==> src/rtl/vco_pkg.sv <==
// ---------------------------------------------------------------------------
// vco_pkg
//   Shared constants and types for the VCO-ADC digital back-end.
//   No ports; imported by vco_fine_decoder and vco_sample_decoder.
// ---------------------------------------------------------------------------
package vco_pkg;

  localparam int VcoCoarseWidth       = 26;
  localparam int VcoFineWidth         = 31;
  localparam int VcoFineBinWidth      = 6;
  localparam int VcoDataWidth         = 32;
  localparam int VcoTrigger2drDelayCc = 3;

  // Each ring phase is visited twice per coarse count (rising then falling
  // wave front), so one coarse step spans 2*FineWidth linear phase units.
  localparam int VcoFineStates = 2 * VcoFineWidth;

  typedef logic [VcoDataWidth-1:0] vco_phase_t;

  // Linear phase wraps here, not at 2^32.
  localparam vco_phase_t VcoPhaseMod = vco_phase_t'(VcoFineStates) << VcoCoarseWidth;

endpackage

==> src/rtl/vco_fine_decoder.sv <==
// ---------------------------------------------------------------------------
// vco_fine_decoder
//   Combinational decode of the ring-oscillator snapshot into a linear fine
//   phase (0 .. 2*FineWidth-1), plus a legality check on the code shape.
//
//   fine_i      in   FineWidth     pseudo-thermometer ring snapshot
//   fine_bin_o  out  FineBinWidth  decoded fine phase
//   legal_o     out  1             1 when fine_i is a legal code
// ---------------------------------------------------------------------------
module vco_fine_decoder
  import vco_pkg::*;
#(
  parameter int FineWidth    = VcoFineWidth,
  parameter int FineBinWidth = VcoFineBinWidth
) (
  input  logic [FineWidth-1:0]    fine_i,
  output logic [FineBinWidth-1:0] fine_bin_o,
  output logic                    legal_o
);

  logic [FineBinWidth-1:0] ones;
  logic [FineWidth-1:0]    low_run;
  logic [FineWidth-1:0]    high_run;

  assign ones = FineBinWidth'($countones(fine_i));

  // The only legal shapes with a given popcount are a run of ones anchored
  // at bit 0 (rising half) or a run of ones anchored at the top bit
  // (falling half). Build both reference codes and compare.
  always_comb begin
    low_run  = '0;
    high_run = '0;
    for (int i = 0; i < FineWidth; i++) begin
      low_run[i]  = (i < int'(ones));
      high_run[i] = (i >= FineWidth - int'(ones));
    end
  end

  assign legal_o = (fine_i == low_run) || (fine_i == high_run);

  // Bit 0 low with ones present means the falling half of the cycle;
  // illegal codes are still decoded with the same rule.
  assign fine_bin_o = (fine_i[0] || (ones == '0))
                    ? ones
                    : FineBinWidth'(2 * FineWidth) - ones;

endmodule

==> src/rtl/vco_sample_decoder.sv <==
// ---------------------------------------------------------------------------
// vco_sample_decoder
//   Snapshots the Gray coarse counter and fine ring state on each trigger,
//   decodes them into a linear phase and outputs the phase increment since
//   the previous accepted sample. Three-stage pipeline, one sample/cycle.
//
//   clk_i          in   1            system clock
//   rst_i          in   1            synchronous active-high reset
//   enable_i       in   1            0 drops triggers and re-arms priming
//   trigger_i      in   1            sample strobe
//   coarse_gray_i  in   CoarseWidth  Gray coarse count (already synchronised)
//   fine_phase_i   in   FineWidth    ring-oscillator snapshot
//   data_o         out  DataWidth    phase increment, held between pulses
//   data_valid_o   out  1            pulse qualifying data_o (trigger + 3)
//   fine_err_o     out  1            sticky illegal-fine-code flag
//   clear_err_i    in   1            clears fine_err_o (new error wins)
//
//   Priming flag:
//   state     | meaning
//   primed=0  | no reference phase yet; next sample at S2 only stores it
//   primed=1  | reference valid; next sample at S2 emits a delta
// ---------------------------------------------------------------------------
module vco_sample_decoder
  import vco_pkg::*;
#(
  parameter int CoarseWidth  = VcoCoarseWidth,
  parameter int FineWidth    = VcoFineWidth,
  parameter int FineBinWidth = VcoFineBinWidth,
  parameter int DataWidth    = VcoDataWidth
) (
  input  logic                   clk_i,
  input  logic                   rst_i,
  input  logic                   enable_i,
  input  logic                   trigger_i,
  input  logic [CoarseWidth-1:0] coarse_gray_i,
  input  logic [FineWidth-1:0]   fine_phase_i,
  output logic [DataWidth-1:0]   data_o,
  output logic                   data_valid_o,
  output logic                   fine_err_o,
  input  logic                   clear_err_i
);

  localparam int FineStates = 2 * FineWidth;
  localparam logic [DataWidth-1:0] PhaseMod = DataWidth'(FineStates) << CoarseWidth;

  // S0 capture
  logic                   v1_q, v1_d;
  logic [CoarseWidth-1:0] coarse_q, coarse_d;
  logic [FineWidth-1:0]   fine_q, fine_d;

  // S1 decode
  logic [CoarseWidth-1:0]  coarse_bin;
  logic [FineBinWidth-1:0] fine_bin;
  logic                    fine_legal;
  logic                    v2_q, v2_d;
  logic [DataWidth-1:0]    phase_q, phase_d;
  logic                    fine_err_q, fine_err_d;

  // S2 increment
  logic [DataWidth-1:0] delta;
  logic [DataWidth-1:0] prev_phase_q, prev_phase_d;
  logic                 primed_q, primed_d;
  logic [DataWidth-1:0] data_q, data_d;
  logic                 data_valid_q, data_valid_d;

  // ---------------- S0: snapshot ----------------
  always_comb begin
    v1_d     = enable_i & trigger_i;
    coarse_d = coarse_q;
    fine_d   = fine_q;
    if (v1_d) begin
      coarse_d = coarse_gray_i;
      fine_d   = fine_phase_i;
    end
  end

  // ---------------- S1: decode ----------------
  // Each binary bit is the XOR of all Gray bits at and above it.
  always_comb begin
    coarse_bin = '0;
    for (int i = 0; i < CoarseWidth; i++) begin
      coarse_bin[i] = ^(coarse_q >> i);
    end
  end

  vco_fine_decoder #(
    .FineWidth   (FineWidth),
    .FineBinWidth(FineBinWidth)
  ) u_fine_decoder (
    .fine_i    (fine_q),
    .fine_bin_o(fine_bin),
    .legal_o   (fine_legal)
  );

  always_comb begin
    v2_d    = v1_q;
    phase_d = phase_q;
    if (v1_q) begin
      phase_d = DataWidth'(coarse_bin) * DataWidth'(FineStates) + DataWidth'(fine_bin);
    end
  end

  // A fresh error takes priority over a clear in the same cycle.
  always_comb begin
    fine_err_d = fine_err_q & ~clear_err_i;
    if (v1_q && !fine_legal) begin
      fine_err_d = 1'b1;
    end
  end

  // ---------------- S2: increment ----------------
  // The true increment lies in [0, PhaseMod) which fits in DataWidth, so
  // adding PhaseMod after a wrapped subtraction lands on the right value.
  always_comb begin
    if (phase_q < prev_phase_q) begin
      delta = phase_q - prev_phase_q + PhaseMod;
    end else begin
      delta = phase_q - prev_phase_q;
    end
  end

  always_comb begin
    prev_phase_d = prev_phase_q;
    primed_d     = primed_q;
    data_d       = data_q;
    data_valid_d = 1'b0;
    if (v2_q) begin
      prev_phase_d = phase_q;
      primed_d     = 1'b1;
      if (primed_q) begin
        data_d       = delta;
        data_valid_d = 1'b1;
      end
    end
    // Samples already in flight still complete; only the priming is lost.
    if (!enable_i) begin
      primed_d = 1'b0;
    end
  end

  // ---------------- registers ----------------
  always_ff @(posedge clk_i) begin
    if (rst_i) begin
      v1_q         <= 1'b0;
      coarse_q     <= '0;
      fine_q       <= '0;
      v2_q         <= 1'b0;
      phase_q      <= '0;
      fine_err_q   <= 1'b0;
      prev_phase_q <= '0;
      primed_q     <= 1'b0;
      data_q       <= '0;
      data_valid_q <= 1'b0;
    end else begin
      v1_q         <= v1_d;
      coarse_q     <= coarse_d;
      fine_q       <= fine_d;
      v2_q         <= v2_d;
      phase_q      <= phase_d;
      fine_err_q   <= fine_err_d;
      prev_phase_q <= prev_phase_d;
      primed_q     <= primed_d;
      data_q       <= data_d;
      data_valid_q <= data_valid_d;
    end
  end

  assign data_o       = data_q;
  assign data_valid_o = data_valid_q;
  assign fine_err_o   = fine_err_q;

endmodule

==> config.mk <==
export PLATFORM = sky130hd
export DESIGN_NAME = vco_sample_decoder
export DESIGN_NICKNAME = d
export VERILOG_FILES = /design/src/rtl/vco_pkg.sv /design/src/rtl/vco_fine_decoder.sv /design/src/rtl/vco_sample_decoder.sv
export SDC_FILE = /design/constraint.sdc
export NUM_CORES = 1
export LEC_CHECK = 0
export ABC_CLOCK_PERIOD_IN_PS = 13720
export BUFFER_PORTS_ARGS = -buffer_cell sky130_fd_sc_hd__buf_2
export CAP_MARGIN = 5
export CORE_UTILIZATION = 60
export DETAILED_ROUTE_END_ITERATION = 6
export HOLD_SLACK_MARGIN = 0.12
export MAX_ROUTING_LAYER = met4
export PLACE_DENSITY = 0.79
export SYNTH_ARGS = -nofsm -noshare
export SYNTH_HDL_FRONTEND = slang
export SYNTH_SLANG_ARGS = --single-unit
==> constraint.sdc <==
create_clock -name clk_i -period 13.72 [get_ports clk_i]
set_input_delay 1.372 -clock clk_i [delete_from_list [all_inputs] [get_ports clk_i]]
set_output_delay 1.372 -clock clk_i [all_outputs]
set_load 0.03 [all_outputs]
==> run_results.csv <==
group,metric,value,unit
floorplan,die_height,157,um
clock_tree,cts_buffer_depth,2,
final_layout,finalNetCount,2050,
final_layout,final_cell_mix,"228 x nand2_1, 163 x a21oi_1, 156 x dfxtp_1, 146 x nor2_1, 131 x inv_1",
routing,drc,0,
sta,fin_skew,14.1,ps
job,drv_cap,0,
synthesis,ys.flop_type,"dfxtp_1",
setup_path,required,14060,ps
setup_path,arrival,9340,ps
synthesis,yosys_warnings,0,
clock_tree,tritoncts,"yes",
routing,vias,12498,
clock_tree,clkLatencyLatePin,440,ps
synthesis,synth_fp_nets,2000,
sta,finalHoldViolCount,0,
placement,dp_cells,2091,
setup_path,critPathMostFrequentCell,"fa_1",
sta,postLayoutSetupSlackWorst,4720,ps
setup_path,worst-path-max-fanout,10,
routing,drt-initial-drc-count,1010,
setup_path,cp-start-kind,"flop",
clock_tree,htreeDepth,4,
routing,ant_nets,0,
sta,worst_pin_slew,1130,ps
global_routing,grt_pass1_wl,59100,um
synthesis,synth_top_cell_area_share,21.9,%
placement,gp_congestion,0.981,
routing,viasPerCell,5.89,
setup_path,slowest_delay,550,ps
synthesis,synth_area_leader_cell,"dfxtp_1",
floorplan,io_pins,96,
floorplan,initial_core_util,61.4,%
global_routing,grt_max_degree,94,
sta,setup_viol,0,
clock_tree,ctsResizeCount,0,
clock_tree,cts_root_buffer,"clkbuf_16",
placement,io_buffers,95,
synthesis,syn-cell-area,14500,um^2
synthesis,ys_types,92,
status,status,"finished clean",
final_layout,finalNonFillerCells,2122,
global_routing,grt_pass1_vias,11338,
global_routing,track_usage,31.3,%
synthesis,async_reset_ff_share,0,%
routing,wl,36200,um
sta,grt_setup_unrepaired,"false",
placement,hpwl,27500,um
global_routing,antenna_found_initial,0,
synthesis,synth_cells,1741,
synthesis,avgSynthCellArea,8.30,um^2
routing,wire_per_inst,17.0,um
final_layout,area_delta_synth_final,8.31,%
sta,fin_setup_tns,0,ps
clock_tree,cts.sinks,158,
placement,preCtsSetupSlack,4640,ps
setup_path,critPathCaptureType,"flop",
sta,fmax,0.111,GHz
synthesis,synth_seq_area_share,21.9,%
clock_tree,cts_hold_buf,0,
clock_tree,path_clk_slew,70,ps
floorplan,core_region_area,23500,um^2
sta,min_period_over_period,65.6,%
synthesis,synth_edf_count,0,
setup_path,critical-path-slowest-cell,"fa_1",
sta,relSlewSlack,24.1,%
sta,min_period,9000,ps
clock_tree,cts_setup_buffers,0,
final_layout,diodes,0,
floorplan,die_w,157,um
floorplan,rows,56,
routing,drt_pass1_iterations,6,
synthesis,ys_top_cells_by_area,"dfxtp_1 22%, fa_1 13%, ha_1 8.8%, nand2_1 5.9%, a21oi_1 5.6%",
synthesis,ys_ff_latch,158,
sta,drv_slew,0,
final_layout,drive_above_1_share,10.9,%
floorplan,dieArea,24700,um^2
setup_path,worstSetupPathType,"reg -> reg",
final_layout,final_common_cell,"nand2_1",
clock_tree,cts_made_buffers,17,
hold_path,hp-class,"reg -> reg",
global_routing,overflow,0,
[flip-flops by register name, indices dropped and copies added, names as in the netlist]
signal        cells
data_o           32
phase_q          32
prev_phase_q     32
fine_q           31
coarse_q         26
data_valid_o      1
fine_err_o        1
primed_q          1
v1_q              1
v2_q              1
[path summary, 6_finish.rpt]
kind,to,depth (start not counted),slack (ps),from
worst min-delay path,data_o[4],2,450,data_o[4]
worst max-delay path,phase_q[31],29,4720,fine_q[0]
worst max register to register,phase_q[31],29,4720,fine_q[0]
worst min register to register,data_o[4],2,450,data_o[4]
[final cells by class]
cell class	count	area (um^2)
multi-input cells	1376	10500
inverters	131	492
repair buffers	107	568
fillers	2033	7890
clock buffers	18	439
clock inverters	13	130
flip-flops and latches	158	3170
well taps	319	399
[metrics by stage]
step / hold WS (ps) / area [um^2] / utilization, %
2_1_floorplan: 448 / 14500 / -
3_3_place_gp: 435 / 15100 / 64.1
3_5_place_dp: 442 / 15100 / 64.1
4_1_cts: 449 / 15700 / 66.5
5_1_grt: 463 / 15700 / 66.5
6_report: 449 / 15700 / 66.5
[worst max-delay path, delay by kind of cell (launching register included)]
kind | cells | cell delay, ps
DFF | 1 | 530
muxes | 2 | 610
and+or+nand+nor | 6 | 1940
adders and majority gates | 10 | 4020
AOI/OAI and AO/OA | 6 | 1370
buffers and inverters | 4 | 250
xor gates and xnor gates | 1 | 170
[routing by layer]
metal / vias to the layer above / global-route usage, % / part of all wire [%]
li1: 6164 / - / -
met1: 5891 / 45.6 / 49
met2: 403 / 46.5 / 43
met3: 40 / 3.66 / 6.2
met4: 0 / 6.38 / 1.3
met5: - / - / 0
[cells by family (layout without fill, tap and decap cells)]
| logic type | count (synthesis) | in the layout | share of synthesized area (%) |
|---|---|---|---|
| flip-flops | 158 | 158 | 21.9 |
| AND/OR/NAND/NOR | 558 | 558 | 18.2 |
| buffers and inverters | 207 | 269 | 5.82 |
| multiplexers | 51 | 51 | 3.64 |
| adder cells (fa/ha/maj) | 197 | 197 | 22.0 |
| XOR/XNOR | 145 | 145 | 9.36 |
| AO/OA/AOI/OAI | 425 | 425 | 19.1 |
[cells in the mapped netlist, types with 25 or more instances]
master,n
a31oi_1,26
nor2_1,146
dfxtp_1,158
o21ai_0,56
mux2i_1,47
nand3_1,25
a211oi_1,27
inv_1,131
ha_1,102
a21oi_1,163
nand2_1,229
xor2_1,53
clkbuf_1,53
fa_1,95
a21o_1,28
xnor2_1,81
Power is left out: the tool's default activity adds up to more than one toggle a clock period on the data nets, which glitch-free logic cannot reach.
